File: config.mk
export PLATFORM = sky130hd
export DESIGN_NAME = mantissa_normalizer
export DESIGN_NICKNAME = d
export VERILOG_FILES = /design/src/rtl/mantissa_normalizer.sv
export SDC_FILE = /design/constraint.sdc
export NUM_CORES = 1
export LEC_CHECK = 0
export ABC_AREA = 0
export CAP_MARGIN = 25
export CORE_MARGIN = 2
export CORE_UTILIZATION = 30
export DETAILED_ROUTE_END_ITERATION = 10
export GPL_ROUTABILITY_DRIVEN = 0
export PLACE_DENSITY = 0.58
export SLEW_MARGIN = 20
export SYNTH_ARGS = -nofsm -noshare
export SYNTH_HDL_FRONTEND = slang
export SYNTH_SLANG_ARGS = --single-unit
File: constraint.sdc
create_clock -name clk -period 5.5 [get_ports clk]
set_input_delay 1.65 -clock clk [delete_from_list [all_inputs] [get_ports clk]]
set_output_delay 1.65 -clock clk [all_outputs]
set_load 0.02 [all_outputs]
File: src/rtl/mantissa_normalizer.sv
// Post-add mantissa normalizer: captures a raw sum, steers an external barrel
// shifter for one cycle, then holds the normalized result until it is taken.
module mantissa_normalizer #(
    parameter int EXP_W = 8
) (
    input  logic             clk,
    input  logic             reset,
    input  logic             in_valid,
    output logic             in_ready,
    input  logic [15:0]      in_mant,
    input  logic [EXP_W-1:0] in_exp,
    input  logic             in_carry,
    output logic [15:0]      sh_A,
    output logic [3:0]       sh_Shift,
    output logic             sh_ShiftChoice,
    input  logic [15:0]      sh_out,
    output logic             out_valid,
    input  logic             out_ready,
    output logic [15:0]      out_mant,
    output logic [EXP_W-1:0] out_exp,
    output logic             out_zero,
    output logic             out_denorm,
    output logic             out_overflow,
    output logic [1:0]       dbg_state_o
);

    // Handshake: a transfer happens on a rising edge where valid and ready are
    // both high; valid never depends on ready and holds until the transfer.
    typedef enum logic [1:0] {
        IDLE  = 2'd0,
        SHIFT = 2'd1,
        DONE  = 2'd2
    } state_t;

    state_t state_q, state_d;

    logic [15:0]      mant_q;
    logic [EXP_W-1:0] exp_q;
    logic             carry_q;
    logic [3:0]       lzc_q;

    logic [15:0]      res_mant_q, res_mant_d;
    logic [EXP_W-1:0] res_exp_q, res_exp_d;
    logic             zero_q, zero_d;
    logic             denorm_q, denorm_d;
    logic             ovf_q, ovf_d;

    logic [3:0]       lzc_in;
    logic             lzc_found;
    logic [EXP_W:0]   exp_m1;
    logic [EXP_W:0]   exp_p1;
    logic [EXP_W:0]   lzc_ext;
    logic [3:0]       left_amt;
    logic             carry_ovf;

    always_comb begin
        lzc_in    = 4'd15;
        lzc_found = 1'b0;
        for (int i = 15; i >= 0; i--) begin
            if (!lzc_found && in_mant[i]) begin
                lzc_in    = 4'(15 - i);
                lzc_found = 1'b1;
            end
        end
    end

    // Left shift is capped so the exponent never drops below 1 (stops at denormal).
    always_comb begin
        exp_m1    = {1'b0, exp_q} - 1'b1;
        exp_p1    = {1'b0, exp_q} + 1'b1;
        lzc_ext   = (EXP_W + 1)'(lzc_q);
        carry_ovf = (exp_p1 >= {1'b0, {EXP_W{1'b1}}});
        if (exp_q == '0) begin
            left_amt = 4'd0;
        end else if (lzc_ext <= exp_m1) begin
            left_amt = lzc_q;
        end else begin
            left_amt = 4'(exp_m1);
        end
    end

    always_ff @(posedge clk) begin
        if (reset) begin
            state_q    <= IDLE;
            mant_q     <= '0;
            exp_q      <= '0;
            carry_q    <= 1'b0;
            lzc_q      <= '0;
            res_mant_q <= '0;
            res_exp_q  <= '0;
            zero_q     <= 1'b0;
            denorm_q   <= 1'b0;
            ovf_q      <= 1'b0;
        end else begin
            state_q    <= state_d;
            res_mant_q <= res_mant_d;
            res_exp_q  <= res_exp_d;
            zero_q     <= zero_d;
            denorm_q   <= denorm_d;
            ovf_q      <= ovf_d;
            if (state_q == IDLE && in_valid) begin
                mant_q  <= in_mant;
                exp_q   <= in_exp;
                carry_q <= in_carry;
                lzc_q   <= lzc_in;
            end
        end
    end

    always_comb begin
        state_d        = state_q;
        in_ready       = 1'b0;
        out_valid      = 1'b0;
        sh_A           = '0;
        sh_Shift       = '0;
        sh_ShiftChoice = 1'b0;
        res_mant_d     = res_mant_q;
        res_exp_d      = res_exp_q;
        zero_d         = zero_q;
        denorm_d       = denorm_q;
        ovf_d          = ovf_q;
        case (state_q)
            IDLE: begin
                in_ready = 1'b1;
                if (in_valid) state_d = SHIFT;
            end
            SHIFT: begin
                sh_A     = mant_q;
                zero_d   = 1'b0;
                denorm_d = 1'b0;
                ovf_d    = 1'b0;
                if (carry_q) begin
                    sh_Shift       = 4'd1;
                    sh_ShiftChoice = 1'b0;
                    if (carry_ovf) begin
                        res_mant_d = '0;
                        res_exp_d  = '1;
                        ovf_d      = 1'b1;
                    end else begin
                        res_mant_d = sh_out | 16'h8000;
                        res_exp_d  = exp_q + 1'b1;
                    end
                end else if (mant_q == '0) begin
                    sh_ShiftChoice = 1'b1;
                    res_mant_d     = '0;
                    res_exp_d      = '0;
                    zero_d         = 1'b1;
                end else begin
                    sh_Shift       = left_amt;
                    sh_ShiftChoice = 1'b1;
                    res_mant_d     = sh_out;
                    res_exp_d      = exp_q - EXP_W'(left_amt);
                    denorm_d       = (sh_out != '0) && !sh_out[15];
                end
                state_d = DONE;
            end
            DONE: begin
                out_valid = 1'b1;
                if (out_ready) state_d = IDLE;
            end
            default: state_d = IDLE;
        endcase
    end

    assign out_mant     = res_mant_q;
    assign out_exp      = res_exp_q;
    assign out_zero     = zero_q;
    assign out_denorm   = denorm_q;
    assign out_overflow = ovf_q;
    assign dbg_state_o  = state_q;

endmodule

==> impl_metrics.json <==
{
  "fin_crit_sh_pct": 92.98,
  "crit_required_ns": 3.85,
  "fmax_mhz": 195.5,
  "dieHeight_um": 107.7,
  "areaGrowthSynthToFinish_pct": 40.09,
  "fin_area_sq_um": 4517,
  "cap_violations": 0,
  "diodes": 0,
  "portBuffers": 96,
  "io_pins": 97,
  "ys_async_sr_fraction_pct": 0,
  "drt_iter0_markers": 187,
  "synth.distinct_cells": 56,
  "cts_buffers": 9,
  "skew_ns": 0.01142,
  "startpoint_type": "flip-flop",
  "hold_viol": 0,
  "slew_violations": 0,
  "hold-worst-slack_ns": 0.4406,
  "peakVddDrop_uv": 124.1,
  "post-place-ws_ns": 0.5962,
  "rsz0062_at_grt": "false",
  "clkTransAtPathRegs_ns": 0.07,
  "cts_tree": "done",
  "clock_latency_ns": 0.34,
  "antenna_found_initial": 0,
  "rows": 37,
  "status": "completed",
  "grt_pass1_wl_um": 15440,
  "synthCells": 396,
  "grt_max_degree": 38,
  "cp.arrival_ns": 3.46,
  "grt_usage_pct": 16.93,
  "num_vias": 3204,
  "post_drt_wl_per_cell_um": 15.73,
  "die_x_um": 107.7,
  "via_per_inst": 5.126,
  "synth_edf_count": 0,
  "ys_ff_latch": 58,
  "clock_path_buffers": 2,
  "drcViolationCount": 0,
  "power.leakage_nw": 1.672,
  "place_inst": 608,
  "layout_common_cells": "clkdlybuf4s50_1, nand2_1, dfxtp_1",
  "htreeDepth": 3,
  "crit_fanout": 12,
  "rr_worst_depth": 16,
  "synthFlopType": "dfxtp_1",
  "path_cells": "inv_1, ha_1, ha_1, nor2b_1, o211ai_1, a21oi_2, a21o_1, and3b_1, clkdlybuf4s50_1",
  "initial_utilization_pct": 31.09,
  "cts_hold_buf": 0,
  "finish.net_count": 542,
  "hold_path.class": "flip-flop to flip-flop",
  "postPlaceCellArea_sq_um": 4274,
  "fin_setup_tns_ns": 0,
  "synth_area_per_cell_sq_um": 8.142,
  "core_sq_um": 10370,
  "dieArea_sq_um": 11590,
  "antenna_left": 0,
  "critPathMostFrequentCell": "ha_1",
  "worstSetupPathType": "flip-flop to primary output",
  "slew_headroom_pct": 38.60,
  "ys.warnings.count": 0,
  "root_buffer": "clkbuf_8",
  "cpPeakStageDelay_ns": 0.60,
  "end_kind": "primary output",
  "cp_slowest_cell": "clkdlybuf4s50_1",
  "synthesis.nets": 454,
  "syn-cell-area_sq_um": 3224,
  "ctsResizeCount": 0,
  "grt-ovfl-total": 0,
  "postCtsSetupRepairBufs": 0,
  "wirelength_um": 9831,
  "cts_sinks": 58,
  "post-dp-hpwl_um": 7106,
  "power_density_nw_per_um2": 260.6,
  "worst_slack_ns": 0.3861,
  "worstMarginPinSlew_ns": 0.9192,
  "min_path_cells": 2,
  "ys_seq_area_share_pct": 36.01,
  "setup_viol": 0,
  "finalCriticalPeriod_ns": 5.114,
  "final-instance-count-excl-fill": 625,
  "layout-drive-gt1-share_pct": 8.180,
  "grt_pass1_vias": 3021,
  "first_pass_iters": 5,
  "final_common_cell": "clkdlybuf4s50_1"
}
-- kinds of logic (layout without fill, tap and decap cells) --
logic type                 Yosys count  in the layout  synth area share [%]
AOI/OAI and AO/OA                  108            108                 23.40
xor gates and xnor gates             7              7                 1.901
adders and majority gates           13             13                 5.277
buffers and inverters               33            126                 4.501
DFF                                 58             58                 36.01
muxes                                2              2                0.6984
and+or+nand+nor                    175            175                 28.21
-- path summary, 6_finish.rpt --
path,startpoint,endpoint,slack (ns)
worst max-delay path,exp_q[0]$_SDFFE_PP0P_,sh_Shift[2],0.39
worst min-delay path,out_overflow$_SDFFE_PP0N_,out_overflow$_SDFFE_PP0N_,0.44
worst max register to register,exp_q[0]$_SDFFE_PP0P_,out_exp[6]$_SDFFE_PP0N_,1.11
worst min register to register,out_overflow$_SDFFE_PP0N_,out_overflow$_SDFFE_PP0N_,0.44
-- worst max-delay path: cells and delay by family (launching register included) --
family,cells,cell delay (ns)
flip-flops,1,0.53
AO/OA/AOI/OAI,3,0.72
AND/OR/NAND/NOR,2,0.32
buffers and inverters,2,0.82
adder cells (fa/ha/maj),2,0.75
-- report_power, final --
group	total (mW)	switching, mW	internal, mW
Combinational	0.269	0.144	0.124
Clock	0.434	0.175	0.259
Sequential	0.474	0.0293	0.445
-- layer usage --
layer	track usage, %	part of all wire (%)	vias to the layer above
met3	5.206	7.4	9
li1	-	-	1594
met2	27.63	47	121
met1	21.76	45	1480
met4	4.212	1.1	0
met5	0	0	-
-- state kept, by name, indices dropped and copies added, names as in the netlist --
| register | cells |
|---|---|
| mant_q | 16 |
| out_mant | 16 |
| out_exp | 8 |
| out_denorm | 1 |
| exp_q | 8 |
| out_zero | 1 |
| carry_q | 1 |
| lzc_q | 4 |
| dbg_state_o | 2 |
| out_overflow | 1 |
-- through the flow --
step / utilization, % / total power [mW]
after floorplan: - / 0.6370
after global placement: 41.22 / 0.7446
after detailed placement: 41.22 / 0.7485
after CTS: 43.38 / 1.187
after global routing: 43.56 / 1.234
final: 43.56 / 1.177
-- cell type report --
cell class                 count  area, sq um
tap                          136        170.2
fill                        1060         5853
multi-input combinational    305         1922
inverter                       9        33.78
clock buffer                  13        178.9
sequential                    58         1161
clock inverter                 3        45.04
timing repair buffer         101         1006
-- synthesized netlist by cell type, types with 2 or more instances --
library cell / number / share of area, %
nor2_1: 18 / 2.1
and2_1: 17 / 3.3
nor2b_1: 7 / 1.4
nand2_1: 71 / 8.3
clkbuf_1: 19 / 2.2
a211oi_1: 4 / 0.93
inv_1: 9 / 1.0
nor2_2: 2 / 0.39
and4_1: 4 / 1.1
o21ai_1: 5 / 0.78
buf_2: 2 / 0.31
a21oi_1: 43 / 6.7
dfxtp_1: 58 / 36
and3b_1: 3 / 0.82
ha_1: 12 / 4.7
a31oi_1: 4 / 0.78
nor3_1: 11 / 1.7
a22o_1: 16 / 4.3
nor4_2: 4 / 1.6
buf_6: 2 / 0.70
o21ai_0: 6 / 0.93
or4_4: 2 / 0.70
xor2_1: 4 / 1.1
nor4_1: 7 / 1.4
nand3_1: 12 / 1.9
o21bai_1: 2 / 0.47
o211ai_1: 3 / 0.70
nand4_1: 5 / 0.97
nand2b_1: 4 / 0.78
and3_1: 3 / 0.58
a21o_1: 6 / 1.4
xnor2_1: 3 / 0.82
o31a_1: 4 / 1.1
mux2_2: 2 / 0.70
No activity file was read; power rests on OpenSTA's default activity.
